--- config.mk ---
export PLATFORM = sky130hd
export DESIGN_NAME = branch_predictor
export DESIGN_NICKNAME = d
export VERILOG_FILES = /design/src/rtl/bp_pkg.sv /design/src/rtl/bp_perf_counters.sv /design/src/rtl/branch_predictor.sv
export SDC_FILE = /design/constraint.sdc
export NUM_CORES = 2
export LEC_CHECK = 0
export ABC_AREA = 1
export BUFFER_PORTS_ARGS = -buffer_cell sky130_fd_sc_hd__buf_2
export CORE_ASPECT_RATIO = 0.75
export CORE_MARGIN = 1
export CORE_UTILIZATION = 30
export CTS_CLUSTER_DIAMETER = 80
export CTS_CLUSTER_SIZE = 25
export DETAILED_ROUTE_END_ITERATION = 8
export PLACE_DENSITY = 0.51
export SETUP_SLACK_MARGIN = 0.05
export SLEW_MARGIN = 40
export SYNTH_ARGS = -nofsm -noshare
export SYNTH_HDL_FRONTEND = slang
export SYNTH_SLANG_ARGS = --single-unit
--- constraint.sdc ---
create_clock -name clk -period 45.6 [get_ports clk]
set_clock_uncertainty 0.1 [all_clocks]
set_input_delay 9.12 -clock clk [delete_from_list [all_inputs] [get_ports clk]]
set_output_delay 9.12 -clock clk [all_outputs]
set_load 0.02 [all_outputs]
--- src/rtl/bp_pkg.sv ---
// Shared types and helpers for the branch predictor: counter encodings,
// BTB entry payload and the saturating 2-bit counter step.
package bp_pkg;

  localparam int unsigned BP_TAG_W = 8;

  localparam logic [1:0] SNT = 2'b00;
  localparam logic [1:0] WNT = 2'b01;
  localparam logic [1:0] WT  = 2'b10;
  localparam logic [1:0] ST  = 2'b11;

  typedef struct packed {
    logic                valid;
    logic [BP_TAG_W-1:0] tag;
    logic [31:0]         target;
  } bp_entry_t;

  function automatic logic [1:0] sat_update(input logic [1:0] ctr, input logic taken);
    if (taken) return (ctr == ST) ? ST : ctr + 2'd1;
    return (ctr == SNT) ? SNT : ctr - 2'd1;
  endfunction

endpackage

--- src/rtl/bp_perf_counters.sv ---
// Resolved-branch and mispredict counters; both wrap modulo 2^CNT_W.
module bp_perf_counters #(
  parameter int unsigned CNT_W = 32
) (
  input  logic             clk,
  input  logic             rst,
  input  logic             upd_valid,
  input  logic             upd_mispredict,
  output logic [CNT_W-1:0] br_count,
  output logic [CNT_W-1:0] mispred_count
);

  logic [CNT_W-1:0] br_q;
  logic [CNT_W-1:0] mp_q;

  always_ff @(posedge clk or posedge rst) begin
    if (rst) begin
      br_q <= '0;
      mp_q <= '0;
    end else if (upd_valid) begin
      br_q <= br_q + CNT_W'(1);
      if (upd_mispredict) mp_q <= mp_q + CNT_W'(1);
    end
  end

  assign br_count      = br_q;
  assign mispred_count = mp_q;

endmodule

--- src/rtl/branch_predictor.sv ---
// Direct-mapped BTB with 2-bit counters and same-cycle lookup.
// Optional gshare counter indexing when BP_GSHARE_EN is defined.
module branch_predictor
  import bp_pkg::*;
#(
  parameter int unsigned IDX_W = 4,
  parameter int unsigned TAG_W = BP_TAG_W,
  parameter int unsigned CNT_W = 32
) (
  input  logic             clk,
  input  logic             rst,
  input  logic             bp_enable,
  input  logic [31:0]      if_pc,
  output logic             pred_taken,
  output logic [31:0]      pred_target,
  input  logic             upd_valid,
  input  logic [31:0]      upd_pc,
  input  logic             upd_taken,
  input  logic [31:0]      upd_target,
  input  logic             upd_mispredict,
  output logic [CNT_W-1:0] br_count,
  output logic [CNT_W-1:0] mispred_count
`ifdef BP_GSHARE_EN
  ,
  output logic [IDX_W-1:0] pred_ghr,
  input  logic [IDX_W-1:0] upd_ghr
`endif
);

  localparam int unsigned ENTRIES = 1 << IDX_W;
  localparam int unsigned TAG_LO  = IDX_W + 2;
  localparam int unsigned TAG_HI  = IDX_W + TAG_W + 1;

  bp_entry_t  btb_q [ENTRIES];
  logic [1:0] ctr_q [ENTRIES];

  logic [IDX_W-1:0] lkp_idx, lkp_cidx, upd_idx, upd_cidx;
  logic [TAG_W-1:0] lkp_tag, upd_tag;
  logic             lkp_hit, upd_hit;
  bp_entry_t        upd_entry;
  logic [1:0]       upd_ctr;
  logic             unused_pc_bits;

  assign lkp_idx = if_pc[IDX_W+1:2];
  assign lkp_tag = if_pc[TAG_HI:TAG_LO];
  assign upd_idx = upd_pc[IDX_W+1:2];
  assign upd_tag = upd_pc[TAG_HI:TAG_LO];
  assign unused_pc_bits = ^{if_pc[1:0], if_pc[31:TAG_HI+1], upd_pc[1:0], upd_pc[31:TAG_HI+1]};

`ifdef BP_GSHARE_EN
  logic [IDX_W-1:0] ghr_q;

  // History shifts in each resolved outcome; the core pipes the lookup snapshot back as upd_ghr.
  always_ff @(posedge clk or posedge rst) begin
    if (rst)            ghr_q <= '0;
    else if (upd_valid) ghr_q <= {ghr_q[IDX_W-2:0], upd_taken};
  end

  assign lkp_cidx = lkp_idx ^ ghr_q;
  assign upd_cidx = upd_idx ^ upd_ghr;
  assign pred_ghr = ghr_q;
`else
  assign lkp_cidx = lkp_idx;
  assign upd_cidx = upd_idx;
`endif

  // Lookup reads registered state only, so a same-cycle update is seen next cycle.
  assign lkp_hit     = btb_q[lkp_idx].valid && (btb_q[lkp_idx].tag == lkp_tag);
  assign pred_taken  = bp_enable & lkp_hit & ctr_q[lkp_cidx][1];
  assign pred_target = btb_q[lkp_idx].target;

  assign upd_hit = btb_q[upd_idx].valid && (btb_q[upd_idx].tag == upd_tag);

  // Hit trains the counter (target only on taken); miss evicts and allocates.
  always_comb begin
    upd_entry = btb_q[upd_idx];
    upd_ctr   = sat_update(ctr_q[upd_cidx], upd_taken);
    if (upd_hit) begin
      if (upd_taken) upd_entry.target = upd_target;
    end else begin
      upd_entry.valid  = 1'b1;
      upd_entry.tag    = upd_tag;
      upd_entry.target = upd_target;
      upd_ctr          = upd_taken ? WT : WNT;
    end
  end

  always_ff @(posedge clk or posedge rst) begin
    if (rst) begin
      for (int unsigned i = 0; i < ENTRIES; i++) begin
        btb_q[IDX_W'(i)] <= '0;
        ctr_q[IDX_W'(i)] <= WNT;
      end
    end else if (upd_valid) begin
      btb_q[upd_idx]  <= upd_entry;
      ctr_q[upd_cidx] <= upd_ctr;
    end
  end

  bp_perf_counters #(
    .CNT_W(CNT_W)
  ) u_perf (
    .clk           (clk),
    .rst           (rst),
    .upd_valid     (upd_valid),
    .upd_mispredict(upd_mispredict),
    .br_count      (br_count),
    .mispred_count (mispred_count)
  );

endmodule
Word level (Yosys, flattened, before mapping)
Index checks and enable logic that the tools add are counted.
- magnitude comparators: 3
- equal/unequal tests: 3
- bitwise gates (word level): 4
- reductions and logical operators: 5
- multiplexer cells: 28
- add/sub/neg operators: 4
- operators by type and width (kind ; number):
    656-bit bitwise mux ; 1
    41-bit binary-select mux with 4-bit select ; 2
    41-bit two-way mux ; 5
    41-bit demux with 4-bit select ; 1
    32-bit by 1-bit adder with 32-bit output (second input constant) ; 2
    32-bit two-way mux ; 2
    32-bit bitwise mux ; 1
    2-bit two-way mux ; 11
    2-bit binary-select mux with 4-bit select ; 2
    8-bit equality test ; 2
    5-bit >= comparator (second input constant) ; 2
    4-bit inverter with 5-bit output ; 2
    9-bit two-way mux ; 1
    2-bit demux with 4-bit select ; 1
    5-bit by 1-bit < comparator with 1-bit output (second input constant) ; 1
    1-bit logical AND ; 3
    2-bit by 1-bit adder with 2-bit output (second input constant) ; 1
    1-bit bitwise AND ; 2
    2-bit equality test (second input constant) ; 1
    2-bit logical NOT ; 1
    2-bit AND reduction ; 1
    2-bit by 1-bit subtractor with 2-bit output (second input constant) ; 1
    1-bit two-way mux ; 1
- flip-flop bits (word level): 752
- logic and storage cells: 113
- output and inout port bits: 97
- input bits: 102

Depth between registers and ports, before layout
- depth after elaboration: 10
- gate-level depth with buffers: 22
- mapped depth without buffers: 18

Hierarchy
From an unflattened synthesis, not the netlist that was laid out.
- cells, all modules: 5919
- area, all modules: 41758.8 µm²
- by module, submodules not included (module ; seq. area each (µm²) ; cells an instance ; area each (µm²) ; times used):
    branch_predictor ; 17236.5 ; 5467 ; 38189.1 ; 1
    bp_perf_counters ; 1601.5 ; 452 ; 3569.7 ; 1

Worst setup path after synthesis
OpenSTA, ideal clock, no wires.
- path type: input -> output
- start: in if_pc[2]
- end: out pred_target[10]
- required time: 36.380 ns
- stages on the path: 8
- data arrival time: 10.979 ns
- slack: 25.401 ns
- cells stage by stage: clkbuf_1 clkbuf_1 clkbuf_1 buf_1 nor2_1 o21ai_0 o22ai_1 o21ai_0
- word-level cells in the longest chain between the ends: 4
- RTL lines (what ; line ; text):
    from (decl) ; branch_predictor.sv:13 ; input logic [31:0] if_pc,
    4-bit inverter with 5-bit output (implied by the code) ; branch_predictor.sv:70 ; assign pred_target = btb_q[lkp_idx].target;
    41-bit binary-select mux with 4-bit select ; branch_predictor.sv:70 ;
    41-bit two-way mux (implied by the code) (2 in series) ; branch_predictor.sv:70 ;
    to (decl) ; branch_predictor.sv:15 ; output logic [31:0] pred_target,
No other way between the ends. The select of a mux whose other input is x is not followed.

Final worst setup path
- start: in if_pc[2]
- end: out pred_target[28]
Same word-level chain as after synthesis.

==> results.md <==
* Tot Pwr at approximately 1.8 mW
* Vias after detailed routing at slightly above 40000
* Clock tree sinks at 752
* Start point of the critical path: if_pc[2]
* X dimension of the die at around 430 um
* Count of final hold-check violations at 0
* Worst-path cell chain: buf_8 > inv_6 > buf_4 > buf_4 > o21ai_0 > o21ai_0 > o22ai_1 > o21ai_0 > buf_2
* Combinational cell fraction of total power at 22.1%
* Launch point of the worst reg-to-reg path: btb_q[568]
* Biggest area contributors in the synthesized netlist: sky130_fd_sc_hd__dfrtp_1, sky130_fd_sc_hd__nand2_1, sky130_fd_sc_hd__o21ai_0
* Setup TNS at 0 ps
* Unrepaired setup endpoints after global routing: false
* Fraction of synthesized cell area taken by the top area cell type at 44.1%
* Setup slack of the critical path after layout at 23440 ps
* Total DRC errors in the routed layout at 0
* Maximum single-stage delay on the critical path at 730 ps
* Proportion of register bits with asynchronous set or reset after synthesis at 100%
* DP Wirelength at 92600 um
* Critical Path Source Type: primary input
* Hold_sp: ctr_q[10]
* Number of buffer and inverter instances along the worst setup path at 5
* Share of the clock period used by the worst path at 48.6%
* Switching share of total power at between 30% and 40%
* Post-CTS setup buffer count at 0
* Mean cell area of the mapped netlist at approximately 6.9 um2
* Worst-margin pin slew at ~960 ps
* Highest Clock Rate at 45.1 MHz
* Endpoint type of the worst setup path: output pin
* Arrival time of data at the critical path endpoint at 12940 ps
* Most common cell after layout, fill and taps aside: sky130_fd_sc_hd__nand2_1
* Leak Pwr at 22.6 nW
* Largest net degree at the start of global routing at 203
* Aggregate global routing overflow at 0
* Fin cells at 7788
* Vias/cell at 5.23
* WS Path Type: in -> out
* Clock latency at the later pin of the worst-skew pair at 690 ps
* Clock transition at the registers of the reported paths at 80 ps
* Number of buffers created by CTS at 44
* Count of nets after finishing at 5998
* Count of cells along the worst register-to-register path at 17
* Area of the die at 141000 um2
* Final slew viol count at 0
* Detailed-router iteration count before antenna repair at 8
* Synthesized netlist net count at between 6000 and 7000
* Endpoint of the lowest-slack register-to-register path: btb_q[400]
* Number of antenna violations at the first check in global routing at 9
* Initial DRC count at between 4000 and 5000
* Max-cap violations at 0
* Post-synthesis cell count at 6027
* Vias in the first global route at 37700
* Critical path's top delay family: buffers and inverters
* Most used cell, CP: sky130_fd_sc_hd__o21ai_0
* Final estimated routing congestion in global placement at 0.809
* Slowest cell on the critical path: sky130_fd_sc_hd__buf_4
* Number of gates given a new drive strength after cts at 0
* PD cells at about 40 nW/um2
* Number of unique standard cell types used by synthesis at 39
* Global-route wire length before repair at 257000 um
* Instance area after placement at roughly 44000 um2
* Initial Util at 30.2%
* Post-layout utilization of the core at 32.9%
* Port bufs at 158
* Required time of the worst setup path at 36380 ps
* # H-tree levels at 2
* Crit path to: pred_target[28]
* VDD IR max at approximately 0.027 mV
* Final Instance Area at 45500 um2
* Final setup viols at 0
* Hold buffer count at cts at 0
* Wire length per cell after detailed routing at ~23 um
* Number of cells after detailed placement at slightly below 8000
* Register-to-Register Setup Slack at 41530 ps
* Yosys warns at 0
* Net load switching power at between 600 and 700 uW
* Detail Route Antenna Nets at 0
* Clock tree from TritonCTS: yes
* Library cell occupying the most area in the post-synthesis netlist: sky130_fd_sc_hd__dfrtp_1
* Top-level port count at 199
* Most frequent cells in the layout: sky130_fd_sc_hd__nand2_1, sky130_fd_sc_hd__o21ai_0, sky130_fd_sc_hd__dfrtp_1
* Summed instance area of the synthesized netlist at 41700 um2
* CORE AREA at 138000 um2
* Buffer cell driving the clock tree root: sky130_fd_sc_hd__clkbuf_16
* Hold crit path type: reg -> reg
* Total of fill cells in the finished design at 14800
* Height of the die at 325 um
* Final WL at 175000 um
* Clock network fraction of total power at between 20% and 30%
* Max-slew headroom at 36.3%
* Time the worst path needs with I/O delays and setup at ~22000 ps
* Proportion of power drawn by flip-flops and latches at 50.5%
* #FFs+latches synth at around 750
* Area Overhead vs Synth at 9.00%
* Aggregate global-route resource usage at 24.4%
* Number of placement rows at ~120
* EDFF count, synth at 0
* Dominant register cell in the synthesized netlist: sky130_fd_sc_hd__dfrtp_1
* Cell depth of the worst setup path at 9
* Cell-internal power at 1.14 mW
* Number of instances on the worst hold path at 2
* Run status: completed
* Share of post-route cells with drive strength above 1 at 7.36%
* Worst slack at placement at between 20000 and 25000 ps
* Hold_ws at 371 ps
* Maximum fanout count along the critical path at around 110
* Number of buffers on the longest clock path at 3
* Post-synthesis sequential area ratio at 45.1%
synth_stat cells (8+ instances only):
cell type / count
sky130_fd_sc_hd__clkinv_1: 8
sky130_fd_sc_hd__buf_1: 10
sky130_fd_sc_hd__o21ai_0: 932
sky130_fd_sc_hd__nand2_2: 38
sky130_fd_sc_hd__o221ai_1: 60
sky130_fd_sc_hd__inv_2: 21
sky130_fd_sc_hd__buf_2: 61
sky130_fd_sc_hd__o21ai_1: 43
sky130_fd_sc_hd__clkbuf_1: 298
sky130_fd_sc_hd__nor3_1: 18
sky130_fd_sc_hd__dfrtp_1: 736
sky130_fd_sc_hd__buf_6: 29
sky130_fd_sc_hd__nand3_1: 88
sky130_fd_sc_hd__xor2_1: 45
sky130_fd_sc_hd__xnor2_1: 18
sky130_fd_sc_hd__nand4_1: 65
sky130_fd_sc_hd__a22oi_1: 14
sky130_fd_sc_hd__nand2_1: 2686
sky130_fd_sc_hd__dfstp_2: 16
sky130_fd_sc_hd__inv_1: 355
sky130_fd_sc_hd__o22ai_1: 10
sky130_fd_sc_hd__buf_4: 20
sky130_fd_sc_hd__a21oi_1: 199
sky130_fd_sc_hd__nor2_1: 221
worst min path at each step:
| stage | end | slack, ps |
|---|---|---|
| 3_3_place_gp | ctr_q[16] | 360 |
| 6_report | ctr_q[10] | 370 |
| 4_1_cts | ctr_q[2] | 370 |
| 2_1_floorplan | btb_q[573] | 350 |
| 5_1_grt | ctr_q[4] | 380 |
| 3_5_place_dp | ctr_q[4] | 360 |
area by class of cell:
| class | count | area (um2) | area share [%] |
|---|---|---|---|
| Antenna cell | 1 | 2.50 | 0.00550 |
| Clock buffer | 53 | 1230 | 2.70 |
| Clock inverter | 26 | 309 | 0.679 |
| Inverter | 385 | 1470 | 3.24 |
| Multi-Input combinational cell | 4472 | 19700 | 43.2 |
| Sequential cell | 752 | 18800 | 41.4 |
| Tap cell | 1860 | 2330 | 5.12 |
| Timing Repair Buffer | 239 | 1650 | 3.63 |
power by group through the flow:
| stage | clock network, mW | logic [mW] | registers (mW) |
|---|---|---|---|
| 6_report | 0.485 | 0.391 | 0.893 |
| 3_3_place_gp | 0 | 0.379 | 0.901 |
| 2_1_floorplan | 0 | 0.273 | 0.890 |
| 5_1_grt | 0.516 | 0.446 | 0.910 |
| 4_1_cts | 0.497 | 0.389 | 0.891 |
| 3_5_place_dp | 0 | 0.388 | 0.902 |
tightest hold or removal path, stage by stage (launching register included):
cell and delay (ps):
sky130_fd_sc_hd__dfstp_2 380, sky130_fd_sc_hd__nand2_1 60, sky130_fd_sc_hd__nand2_1 50
kinds of logic after synthesis:
family / share of synthesized area [%]
adders and majority gates: 0.0600
and+or+nand+nor: 29.4
xor gates and xnor gates: 1.32
DFF: 45.1
AOI/OAI and AO/OA: 15.9
buffers and inverters: 8.11
flip-flops by register name (all words and copies together) (netlist names):
signal / cells
ctr_q: 32
btb_q: 656
u_perf.br_count: 32
u_perf.mispred_count: 32
metal layers:
metal	part of all wire (%)	up-vias	GRT usage, %
met3	8.4	350	3.84
li1	-	18800	-
met4	3.7	0	8.74
met2	44	1860	38.1
met5	0	-	0
met1	44	19600	34.1
(Power assumes the default switching activity.)
